==> config.mk <==
export PLATFORM = sky130hd
export DESIGN_NAME = multi_voice_sound_gen
export DESIGN_NICKNAME = d
export VERILOG_FILES = /design/src/rtl/multi_voice_sound_gen.sv
export SDC_FILE = /design/constraint.sdc
export NUM_CORES = 1
export LEC_CHECK = 0
export CORE_ASPECT_RATIO = 1.25
export CORE_UTILIZATION = 50
export CTS_CLUSTER_DIAMETER = 30
export DETAILED_ROUTE_END_ITERATION = 7
export HOLD_SLACK_MARGIN = 0.02
export PLACE_DENSITY = 0.7
export SLEW_MARGIN = 10
export SYNTH_ARGS = -nofsm -noshare
export SYNTH_HDL_FRONTEND = slang
export SYNTH_SLANG_ARGS = --single-unit
==> constraint.sdc <==
create_clock -name clk -period 2.55 [get_ports clk]
set_input_delay 0.765 -clock clk [delete_from_list [all_inputs] [get_ports clk]]
set_output_delay 0.765 -clock clk [all_outputs]
set_load 0.05 [all_outputs]
==> src/rtl/multi_voice_sound_gen.sv <==
// Multi-voice pulse/noise sample generator.
// Each voice owns its registers, period counter, duty counter, LFSR and flag.
// The top visits one voice per clk after sample_tick and emits one saturated,
// shifted, signed sample per sweep.

module mvsg_voice #(
  parameter int PERIOD_W = 16,
  parameter int VOL_W    = 5,
  parameter bit RST_EN   = 1'b0
) (
  input  logic                clk,
  input  logic                rst_n,
  input  logic                wr_sel,
  input  logic [1:0]          wr_reg,
  input  logic [PERIOD_W-1:0] wr_data,
  output logic signed [VOL_W:0] contrib
);
  logic [PERIOD_W-1:0] period, counter;
  logic [VOL_W-1:0]    volume;
  logic [2:0]          mode, pulse_ctr;
  logic                enable, flag;
  logic [15:0]         lfsr;
  logic signed [VOL_W:0] vol_s;

  // Register file; a write lands one clk later
  always_ff @(posedge clk or negedge rst_n) begin
    if (!rst_n) begin
      period <= PERIOD_W'(14205);
      volume <= VOL_W'(8);
      mode   <= 3'd3;
      enable <= RST_EN;
    end else if (wr_sel) begin
      case (wr_reg)
        2'd0:    period <= wr_data;
        2'd1:    volume <= wr_data[VOL_W-1:0];
        2'd2:    mode   <= wr_data[2:0];
        default: enable <= wr_data[0];
      endcase
    end
  end

  // Tone/noise stepping and flag; sees pre-write register values, frozen when disabled
  always_ff @(posedge clk or negedge rst_n) begin
    if (!rst_n) begin
      counter   <= PERIOD_W'(1);
      pulse_ctr <= 3'd0;
      lfsr      <= 16'hFFFF;
      flag      <= 1'b0;
    end else if (enable) begin
      flag <= mode[2] ? lfsr[0] : (pulse_ctr <= {1'b0, mode[1:0]});
      if (counter >= period) begin
        counter   <= PERIOD_W'(1);
        pulse_ctr <= pulse_ctr + 3'd1;   // 7 wraps to 0
        lfsr      <= {lfsr[0] ^ lfsr[2] ^ lfsr[3] ^ lfsr[5], lfsr[15:1]};
      end else begin
        counter <= counter + PERIOD_W'(1);
      end
    end else begin
      flag <= 1'b0;
    end
  end

  assign vol_s   = $signed({1'b0, volume});
  assign contrib = !enable ? '0 : (flag ? vol_s : -vol_s);
endmodule

module multi_voice_sound_gen #(
  parameter int NUM_VOICES = 4,
  parameter int PERIOD_W   = 16,
  parameter int VOL_W      = 5,
  parameter int SAMPLE_W   = 24,
  parameter int SHIFT      = 11,
  localparam int VIDX_W    = (NUM_VOICES > 1) ? $clog2(NUM_VOICES) : 1
) (
  input  logic                clk,
  input  logic                rst_n,
  input  logic                wr_en,
  input  logic [VIDX_W-1:0]   wr_voice,
  input  logic [1:0]          wr_reg,
  input  logic [PERIOD_W-1:0] wr_data,
  input  logic                sample_tick,
  output logic [SAMPLE_W-1:0] sample,
  output logic                sample_valid,
  output logic                busy
);
  // acc holds at most NUM_VOICES * (2^VOL_W - 1) in magnitude, so it never wraps
  localparam int ACC_W = VOL_W + VIDX_W + 1;
  localparam int WW    = ((ACC_W + SHIFT) > SAMPLE_W ? (ACC_W + SHIFT) : SAMPLE_W) + 1;
  localparam logic signed [WW-1:0] SMAX = {{(WW-SAMPLE_W+1){1'b0}}, {(SAMPLE_W-1){1'b1}}};
  localparam logic signed [WW-1:0] SMIN = ~SMAX;

  typedef enum logic [1:0] {IDLE, SUM, OUT} state_t;

  logic [NUM_VOICES-1:0][VOL_W:0] contrib;
  state_t                 state, state_nx;
  logic [VIDX_W-1:0]      idx;
  logic signed [ACC_W-1:0] acc, acc_sum;
  logic signed [VOL_W:0]  cur;
  logic signed [WW-1:0]   wide;
  logic [SAMPLE_W-1:0]    sat;
  logic                   last;

  // Voice array; out-of-range wr_voice matches no instance and is dropped
  for (genvar i = 0; i < NUM_VOICES; i++) begin : g_voice
    mvsg_voice #(
      .PERIOD_W(PERIOD_W),
      .VOL_W   (VOL_W),
      .RST_EN  (i == 0)
    ) u_voice (
      .clk    (clk),
      .rst_n  (rst_n),
      .wr_sel (wr_en && (wr_voice == VIDX_W'(i))),
      .wr_reg (wr_reg),
      .wr_data(wr_data),
      .contrib(contrib[i])
    );
  end

  assign cur     = contrib[idx];
  assign acc_sum = acc + ACC_W'(cur);
  assign last    = (idx == VIDX_W'(NUM_VOICES - 1));
  assign wide    = WW'(acc_sum) <<< SHIFT;

  // Clamp the shifted final sum into the signed output range
  always_comb begin
    sat = wide[SAMPLE_W-1:0];
    if (wide > SMAX)      sat = SMAX[SAMPLE_W-1:0];
    else if (wide < SMIN) sat = SMIN[SAMPLE_W-1:0];
  end

  // Mixer state register
  always_ff @(posedge clk or negedge rst_n) begin
    if (!rst_n) state <= IDLE;
    else        state <= state_nx;
  end

  // Mixer next state; ticks outside IDLE are dropped
  always_comb begin
    state_nx = state;
    case (state)
      IDLE:    if (sample_tick) state_nx = SUM;
      SUM:     if (last) state_nx = OUT;
      OUT:     state_nx = IDLE;
      default: state_nx = IDLE;
    endcase
  end

  // Accumulator, voice index and output sample; sample lands as OUT is entered
  always_ff @(posedge clk or negedge rst_n) begin
    if (!rst_n) begin
      acc    <= '0;
      idx    <= '0;
      sample <= '0;
    end else begin
      case (state)
        IDLE: if (sample_tick) begin
          acc <= '0;
          idx <= '0;
        end
        SUM: begin
          acc <= acc_sum;
          idx <= idx + VIDX_W'(1);
          if (last) sample <= sat;
        end
        default: ;
      endcase
    end
  end

  assign busy         = (state != IDLE);
  assign sample_valid = (state == OUT);
endmodule
==> results of run 1 <==
==> through the flow <==
| step | setup slack [ps] | power, W |
|---|---|---|
| 5_1_grt | -308 | 0.0200 |
| 2_1_floorplan | 49.3 | 0.00965 |
| 4_1_cts | -1.82 | 0.0184 |
| 6_report | -103 | 0.0189 |
| 3_5_place_dp | -136 | 0.0113 |
| 3_3_place_gp | -80.1 | 0.0111 |
==> routing by layer <==
layer	GRT usage	vias up	wire length (µm)
li1	-	4583	-
met4	0.0927	0	932
met1	0.253	4713	12100
met2	0.395	156	16100
met3	0.0363	77	819
met5	0	-	0
==> final cells by class <==
cell class | instances | area (µm²)
inverters | 116 | 435
flip-flops and latches | 264 | 6760
well taps | 345 | 432
clock buffers | 56 | 1320
fillers | 2065 | 9680
multi-input cells | 823 | 6720
repair buffers | 132 | 1220
clock inverters | 38 | 427
==> logic make-up after synthesis <==
logic type	after synthesis	synth area share
AND/OR/NAND/NOR	290	0.0977
flip-flops	264	0.488
AO/OA/AOI/OAI	184	0.0946
multiplexers	163	0.132
buffers and inverters	162	0.0509
adder cells (fa/ha/maj)	93	0.0845
XOR/XNOR	82	0.0518
other	1	0.000271
==> critical path, delay by kind of cell, from the launching register on <==
kind / cells / cell delay (ps)
buf+inv: 2 / 150
fa+ha+maj: 2 / 610
mux: 1 / 80
compound gates: 6 / 1110
flops: 1 / 370
simple gates: 2 / 240
==> timing repair <==
| item | in CTS | in global routing |
|---|---|---|
| gates cloned | 0 | 1 |
| resized for setup | 32 | 49 |
| pin swaps | 18 | 32 |
| buffers inserted | 7 | 8 |
| setup endpoints to repair | 21 | 85 |
| hold buffers | 0 | 0 |
| endpoints found under the hold margin | 0 | 0 |
==> sequential cells by signal (all words and copies together) (netlist names) <==
register	cells
g_voice.u_voice.pulse_ctr	12
g_voice.u_voice.lfsr	64
g_voice.u_voice.mode	12
state	2
idx	2
g_voice.u_voice.volume	20
sample	8
g_voice.u_voice.flag	4
g_voice.u_voice.counter	64
acc	8
g_voice.u_voice.enable	4
g_voice.u_voice.period	64
==> how the worst max path moves through the flow <==
stage                                                        start  cells after the start                     end  slack, ps
after global routing      g_voice[2].u_voice.volume[1]$_DFFE_PN0P_                     13      acc[6]$_DFFE_PN0P_       -310
after global placement    g_voice[1].u_voice.volume[0]$_DFFE_PN0P_                     12      acc[7]$_DFFE_PN0P_        -80
after floorplan           g_voice[1].u_voice.volume[0]$_DFFE_PN0P_                     12      acc[7]$_DFFE_PN0P_         50
after detailed placement  g_voice[3].u_voice.volume[1]$_DFFE_PN0P_                     12      acc[7]$_DFFE_PN0P_       -140
after CTS                 g_voice[2].u_voice.volume[1]$_DFFE_PN0P_                     12      acc[7]$_DFFE_PN0P_         -2
final                     g_voice[2].u_voice.volume[1]$_DFFE_PN0P_                     13  sample[17]$_DFFE_PN0P_       -100
==> cells in the final DEF, fill, tap and decap left out, drive strengths merged, types with 3 or more instances in the layout <==
cell type	netlist	final
clkdlybuf4s50	0	29
o2111a	4	4
and3	12	12
clkinv	0	11
nand3b	4	4
conb	1	11
dfstp	125	125
nand2	72	72
nor4	4	4
dfrtp	139	139
o21ai	46	46
o211a	4	4
a211oi	13	13
nor2	106	106
o2bb2ai	4	4
o22ai	5	5
clkbuf	17	56
o21a	11	11
o21ba	4	4
o221ai	15	15
a21oi	45	45
xnor2	50	50
ha	92	92
nand3	22	22
o211ai	19	19
and2	5	5
nor3	22	22
nand4	17	17
or3	4	4
mux2i	5	5
nand2b	10	10
a211o	3	3
buf	29	95
dlygate4sd2	0	8
xor2	32	32
nor2b	5	5
mux2	158	158
inv	116	134
clkinvlp	0	5
bufinv	0	4
==> report_power, final <==
part,switching (W),leakage (nW),internal (W),total (W)
registers,0.000806,3.05,0.00523,0.00603
clock network,0.00246,0.844,0.00424,0.00670
logic,0.00322,4.01,0.00292,0.00613
==> impl_metrics.py, run 1 <==
metrics = {
    "critical_path": {
        "cp_slowest_cell": "dfrtp_1",
        "crit_type": "flop to flop",
        "cp-end-kind": "flop",
        "path_common_cell": "o21a_1",
        "cp.arrival_ps": 3100,
        "startpoint_type": "flop",
        "cpPeakStageDelay_ps": 370,
        "worstRegToRegCells": 13,
        "reg2reg_slack_ps": -100,
        "worstPathMaxFanout": 2,
        "r2r_end": "sample[17]$_DFFE_PN0P_",
        "r2r-start": "g_voice[2].u_voice.volume[1]$_DFFE_PN0P_",
        "path_cells": "inv_2 -> ha_4 -> mux2i_1 -> o221ai_1 -> o21a_1 -> inv_1 -> fa_2 -> nor2b_1 -> o21ai_2 -> a21oi_2 -> o21a_1 -> nor3_1 -> o31ai_1",
        "crit_required_ps": 3000,
    },
    "logic_synthesis": {
        "synth.top_cell.area_share": 0.251,
        "synth_area_per_cell_um2": 11.2,
        "synthTopCellsByArea": "dfrtp_1, dfstp_2, mux2_2, ha_1, xnor2_1",
        "async_reset_ff_frac": 1.00,
        "syn_inst": 1239,
        "ys_types": 59,
        "synth-seq-cells": 264,
        "yosys_warnings": 0,
        "synth_ff_type": "dfrtp_1",
        "synth-edff-count": 0,
        "synth_seq_area_share": 0.488,
        "netlist_area_mm2": 0.0139,
        "synth_common_cells": "mux2_2, dfrtp_1, dfstp_2",
        "synth_largest_area_cell": "dfrtp_1",
        "synth.most_common_cell": "mux2_2",
    },
    "floorplanning": {
        "die_w_um": 151,
        "die_y_um": 188,
        "core_mm2": 0.0270,
        "initial_core_util": 0.513,
        "io_pins": 50,
        "die-area_mm2": 0.0284,
        "num_rows": 67,
    },
    "run_status": {
        "violations": "setup timing",
        "status": "finished with violations",
    },
    "clock_tree": {
        "cts_buffers": 50,
        "ctsHtreeMaxLevel": 2,
        "clkLatencyLatePin_ps": 560,
        "cts_tree": "yes",
        "clk_path_buf_depth": 3,
        "root_buffer": "clkbuf_16",
        "clk_pin_slew_ps": 50,
        "cts_sinks": 264,
    },
    "timing": {
        "tns_ps": -302,
        "hold_viol_final": 0,
        "worst_slack_ps": -103,
        "fin_hold_ws_ps": 131,
        "finClkSkew_ps": 11.5,
        "max-slew-margin-rel": 0.412,
        "max_freq_ghz": 0.377,
        "rsz0062_at_grt": "true",
        "min_period_over_period": 1.04,
        "maxSlewViolCount": 0,
        "final.min_clock_period_ps": 2650,
        "setup_viol": 4,
        "worst_pin_slew_ps": 880,
    },
    "finish": {
        "layout.nets": 1504,
        "post-route-util": 0.641,
        "fin_area_mm2": 0.0173,
        "drive_gt1_frac": 0.376,
        "syn_to_final_growth_pct": 25.0,
        "num_antenna_cells": 0,
        "finalNonFillerCells": 1774,
    },
    "route": {
        "drc": 0,
        "drtPass1Iterations": 4,
        "drt_iter0_drc": 347,
        "routed_wl_um": 29900,
        "vias_per_cell": 5.37,
        "avgRoutedWirePerCell_um": 16.9,
        "antenna_left": 0,
        "vias": 9529,
    },
    "placement": {
        "place.gp.congestion": 0.842,
        "dpl.cell_count": 1665,
        "portBuffers": 38,
        "dp_hpwl_um": 20200,
        "placed_area_mm2": 0.0152,
    },
    "power_and_ir_drop": {
        "power_density_mw_per_mm2": 1090,
        "leakagePower_nw": 7.90,
        "irDropWorstVdd_uv": 521,
    },
    "grt": {
        "grt.overflow.total": 0,
        "antenna_found_initial": 0,
        "grt_pass1_vias": 10200,
        "grt_max_degree": 60,
        "grt_pass1_wl_um": 49300,
        "track_usage": 0.220,
    },
    "flow_run": {
        "drv_cap": 0,
    },
    "hold_path": {
        "hold_path_class": "input port to asynchronous set/reset pin",
    },
}
Note: power is estimated with default switching activity, not from simulation.
==> run 2: changes to the inputs <==
CORE_UTILIZATION = 45   (was 50)
PLACE_DENSITY = not set   (was 0.7)
==> run 2 against run 1 <==
  * The run still ends with setup timing left
  * Die area grew 11%
  * Clock power is essentially flat
  * Register-to-register slack better by 90 ps
  * Wire length decreased by 4.7%
  * Non-clock buffer count shrank 5
  * Power fell by 2.3%
  * Utilization down 6.8 points
  * Critical path depth down 1
  * Critical path type unchanged
  * Largest power group unchanged
==> impl_metrics.py, run 2 (same netlist as run 1, synthesis figures left out) <==
metrics = {
    "run_status": {
        "status": "finished with violations",
        "violations": "setup timing",
    },
    "placement": {
        "placed_area_mm2": 0.0152,
        "place.gp.congestion": 0.804,
        "dpl.cell_count": 1725,
        "dp_hpwl_um": 19900,
        "portBuffers": 38,
    },
    "grt": {
        "use_met1": 0.218,
        "grt.overflow.total": 0,
        "track_usage": 0.188,
        "grt_pass1_vias": 9772,
        "grt_use_met2": 0.350,
        "gr-usage-met3": 0.0302,
        "grt_pass1_wl_um": 47700,
        "top_usage_layer": "met2",
        "antenna_found_initial": 0,
        "grt_max_degree": 65,
    },
    "power_and_ir_drop": {
        "power_frac_comb": 0.310,
        "p_sw_w": 0.00631,
        "clock_power_share": 0.365,
        "internal_power_w": 0.0121,
        "p_sw_frac": 0.342,
        "seqPwrFrac": 0.325,
        "irDropWorstVdd_uv": 720,
        "power_density_mw_per_mm2": 1060,
        "leakagePower_nw": 7.90,
    },
    "route": {
        "vias": 9339,
        "avgRoutedWirePerCell_um": 15.6,
        "antenna_left": 0,
        "drt_iter0_drc": 419,
        "drtPass1Iterations": 4,
        "routed_wl_um": 28500,
        "vias_per_cell": 5.11,
        "drc": 0,
    },
    "finish": {
        "syn_to_final_growth_pct": 25.0,
        "num_antenna_cells": 0,
        "drive_gt1_frac": 0.372,
        "layout_common_cells": "mux2_2, dfrtp_1, dfstp_2, inv_1, nor2_1",
        "layout.nets": 1501,
        "layout_commonest_cell": "mux2_2",
        "fin_area_mm2": 0.0173,
        "n_fill_cell": 2571,
        "finalNonFillerCells": 1829,
        "largestRegisters": "g_voice.u_voice.counter x64, g_voice.u_voice.lfsr x64, g_voice.u_voice.period x64",
    },
    "floorplanning": {
        "num_rows": 71,
        "die_y_um": 198,
        "die_w_um": 159,
        "core_mm2": 0.0302,
        "io_pins": 50,
        "die-area_mm2": 0.0315,
        "initial_core_util": 0.459,
    },
    "timing": {
        "setup_viol": 1,
        "worst_pin_slew_ps": 756,
        "tns_ps": -8.05,
        "worst_slack_ps": -8.05,
        "rsz0062_at_grt": "true",
        "hold_viol_final": 0,
        "max_freq_ghz": 0.391,
        "final.min_clock_period_ps": 2560,
        "min_period_over_period": 1.00,
        "maxSlewViolCount": 0,
        "max-slew-margin-rel": 0.495,
        "finClkSkew_ps": 28.6,
    },
    "hold_path": {
        "hold_path_class": "input port to asynchronous set/reset pin",
    },
    "clock_tree": {
        "cts_buffers": 52,
        "hold_buffers": 0,
        "clk_path_buf_depth": 3,
        "root_buffer": "clkbuf_16",
        "ctsHtreeMaxLevel": 2,
        "cts_tree": "yes",
        "cts_sinks": 264,
        "clk_pin_slew_ps": 50,
        "clkLatencyLatePin_ps": 570,
    },
    "critical_path": {
        "cp.arrival_ps": 3010,
        "r2r-start": "g_voice[2].u_voice.volume[1]$_DFFE_PN0P_",
        "r2r_end": "acc[7]$_DFFE_PN0P_",
        "worstRegToRegCells": 12,
        "startpoint_type": "flop",
        "reg2reg_slack_ps": -8,
        "cp_slowest_cell": "dfrtp_1",
        "crit_type": "flop to flop",
        "crit_required_ps": 3010,
        "cpPeakStageDelay_ps": 410,
        "path_cells": "inv_2 -> ha_4 -> mux2i_2 -> o221ai_2 -> o21a_2 -> ha_4 -> a211oi_2 -> nor2_1 -> o21ai_2 -> xnor2_2 -> nor2_1 -> a221o_1",
        "cp-end-kind": "flop",
        "worstPathMaxFanout": 3,
    },
    "flow_run": {
        "drv_cap": 0,
    },
}
[run 2: cell types whose count changed in the layout (fill, tap and decap cells not counted), moves of 3 or more]
| cell | before | now |
|---|---|---|
| o21ai_1 | 5 | 2 |
| inv_2 | 7 | 4 |
| buf_4 | 79 | 75 |
| ha_1 | 82 | 86 |
| inv_6 | 12 | 15 |
| inv_1 | 109 | 112 |
| ha_4 | 10 | 5 |
| a21oi_2 | 7 | 4 |
| a21oi_1 | 37 | 41 |
[run 2: cell type report]
cell class,count,area [µm²],area share
clock buffer,58,1360,0.0788
clock inverter,40,409,0.0236
inverter,116,435,0.0251
multi-input combinational,823,6660,0.385
sequential,264,6760,0.391
tap,401,502,0.0290
timing repair buffer,127,1180,0.0682
[run 2: power groups by stage]
stage / clock network, W / registers, W / logic [W]
2_1_floorplan: 0 / 0.00602 / 0.00363
3_3_place_gp: 0 / 0.00599 / 0.00516
3_5_place_dp: 0 / 0.00601 / 0.00532
4_1_cts: 0.00686 / 0.00597 / 0.00542
5_1_grt: 0.00708 / 0.00612 / 0.00644
6_report: 0.00672 / 0.00599 / 0.00572
[run 2: worst max-delay path by stage]
| stage | from | endpoint | cells past startpoint |
|---|---|---|---|
| final | g_voice[2].u_voice.volume[1]$_DFFE_PN0P_ | acc[7]$_DFFE_PN0P_ | 12 |
| after global routing | g_voice[2].u_voice.volume[1]$_DFFE_PN0P_ | acc[7]$_DFFE_PN0P_ | 12 |
| after CTS | g_voice[0].u_voice.volume[1]$_DFFE_PN0P_ | acc[7]$_DFFE_PN0P_ | 13 |
| after detailed placement | g_voice[3].u_voice.volume[0]$_DFFE_PN0P_ | acc[7]$_DFFE_PN0P_ | 12 |
| after global placement | g_voice[3].u_voice.volume[0]$_DFFE_PN0P_ | acc[7]$_DFFE_PN0P_ | 12 |
| after floorplan | g_voice[1].u_voice.volume[0]$_DFFE_PN0P_ | acc[7]$_DFFE_PN0P_ | 12 |
[run 2: metal layers]
layer / part of all wire / wire, µm
met1: 0.42 / 12100
met2: 0.52 / 15000
met3: 0.025 / 726
met4: 0.026 / 744
met5: 0 / 0
[run 2: timing repair]
action | in CTS | in global routing
resized for setup | 25 | 44
pin swaps | 10 | 30
endpoints found under the hold margin | 0 | 0
buffers inserted | 2 | 4
setup endpoints to repair | 25 | 69
[run 2: metrics by stage]
step           hold WS (ps)  power (W)  worst slack (ps)  utilization
6_report                155     0.0184             -8.05        0.573
5_1_grt                 184     0.0196              -141        0.573
4_1_cts                 154     0.0183             -40.6        0.566
3_5_place_dp            466     0.0113              -202        0.505
3_3_place_gp            464     0.0112              -107        0.505
2_1_floorplan           443    0.00965              49.3            -
[run 2: critical path: cells and delay by family, from the launching register on]
kind / cells / cell delay, ps
XOR/XNOR: 1 / 150
AO/OA/AOI/OAI: 5 / 1000
AND/OR/NAND/NOR: 2 / 140
flip-flops: 1 / 410
buffers and inverters: 1 / 70
adder cells (fa/ha/maj): 2 / 470
multiplexers: 1 / 190
==> run 3: changes to the inputs <==
ABC_CLOCK_PERIOD_IN_PS = 2550   (was not set)
==> results of run 3 <==
The final DEF is identical to that of run 2; final timing and power are the same.
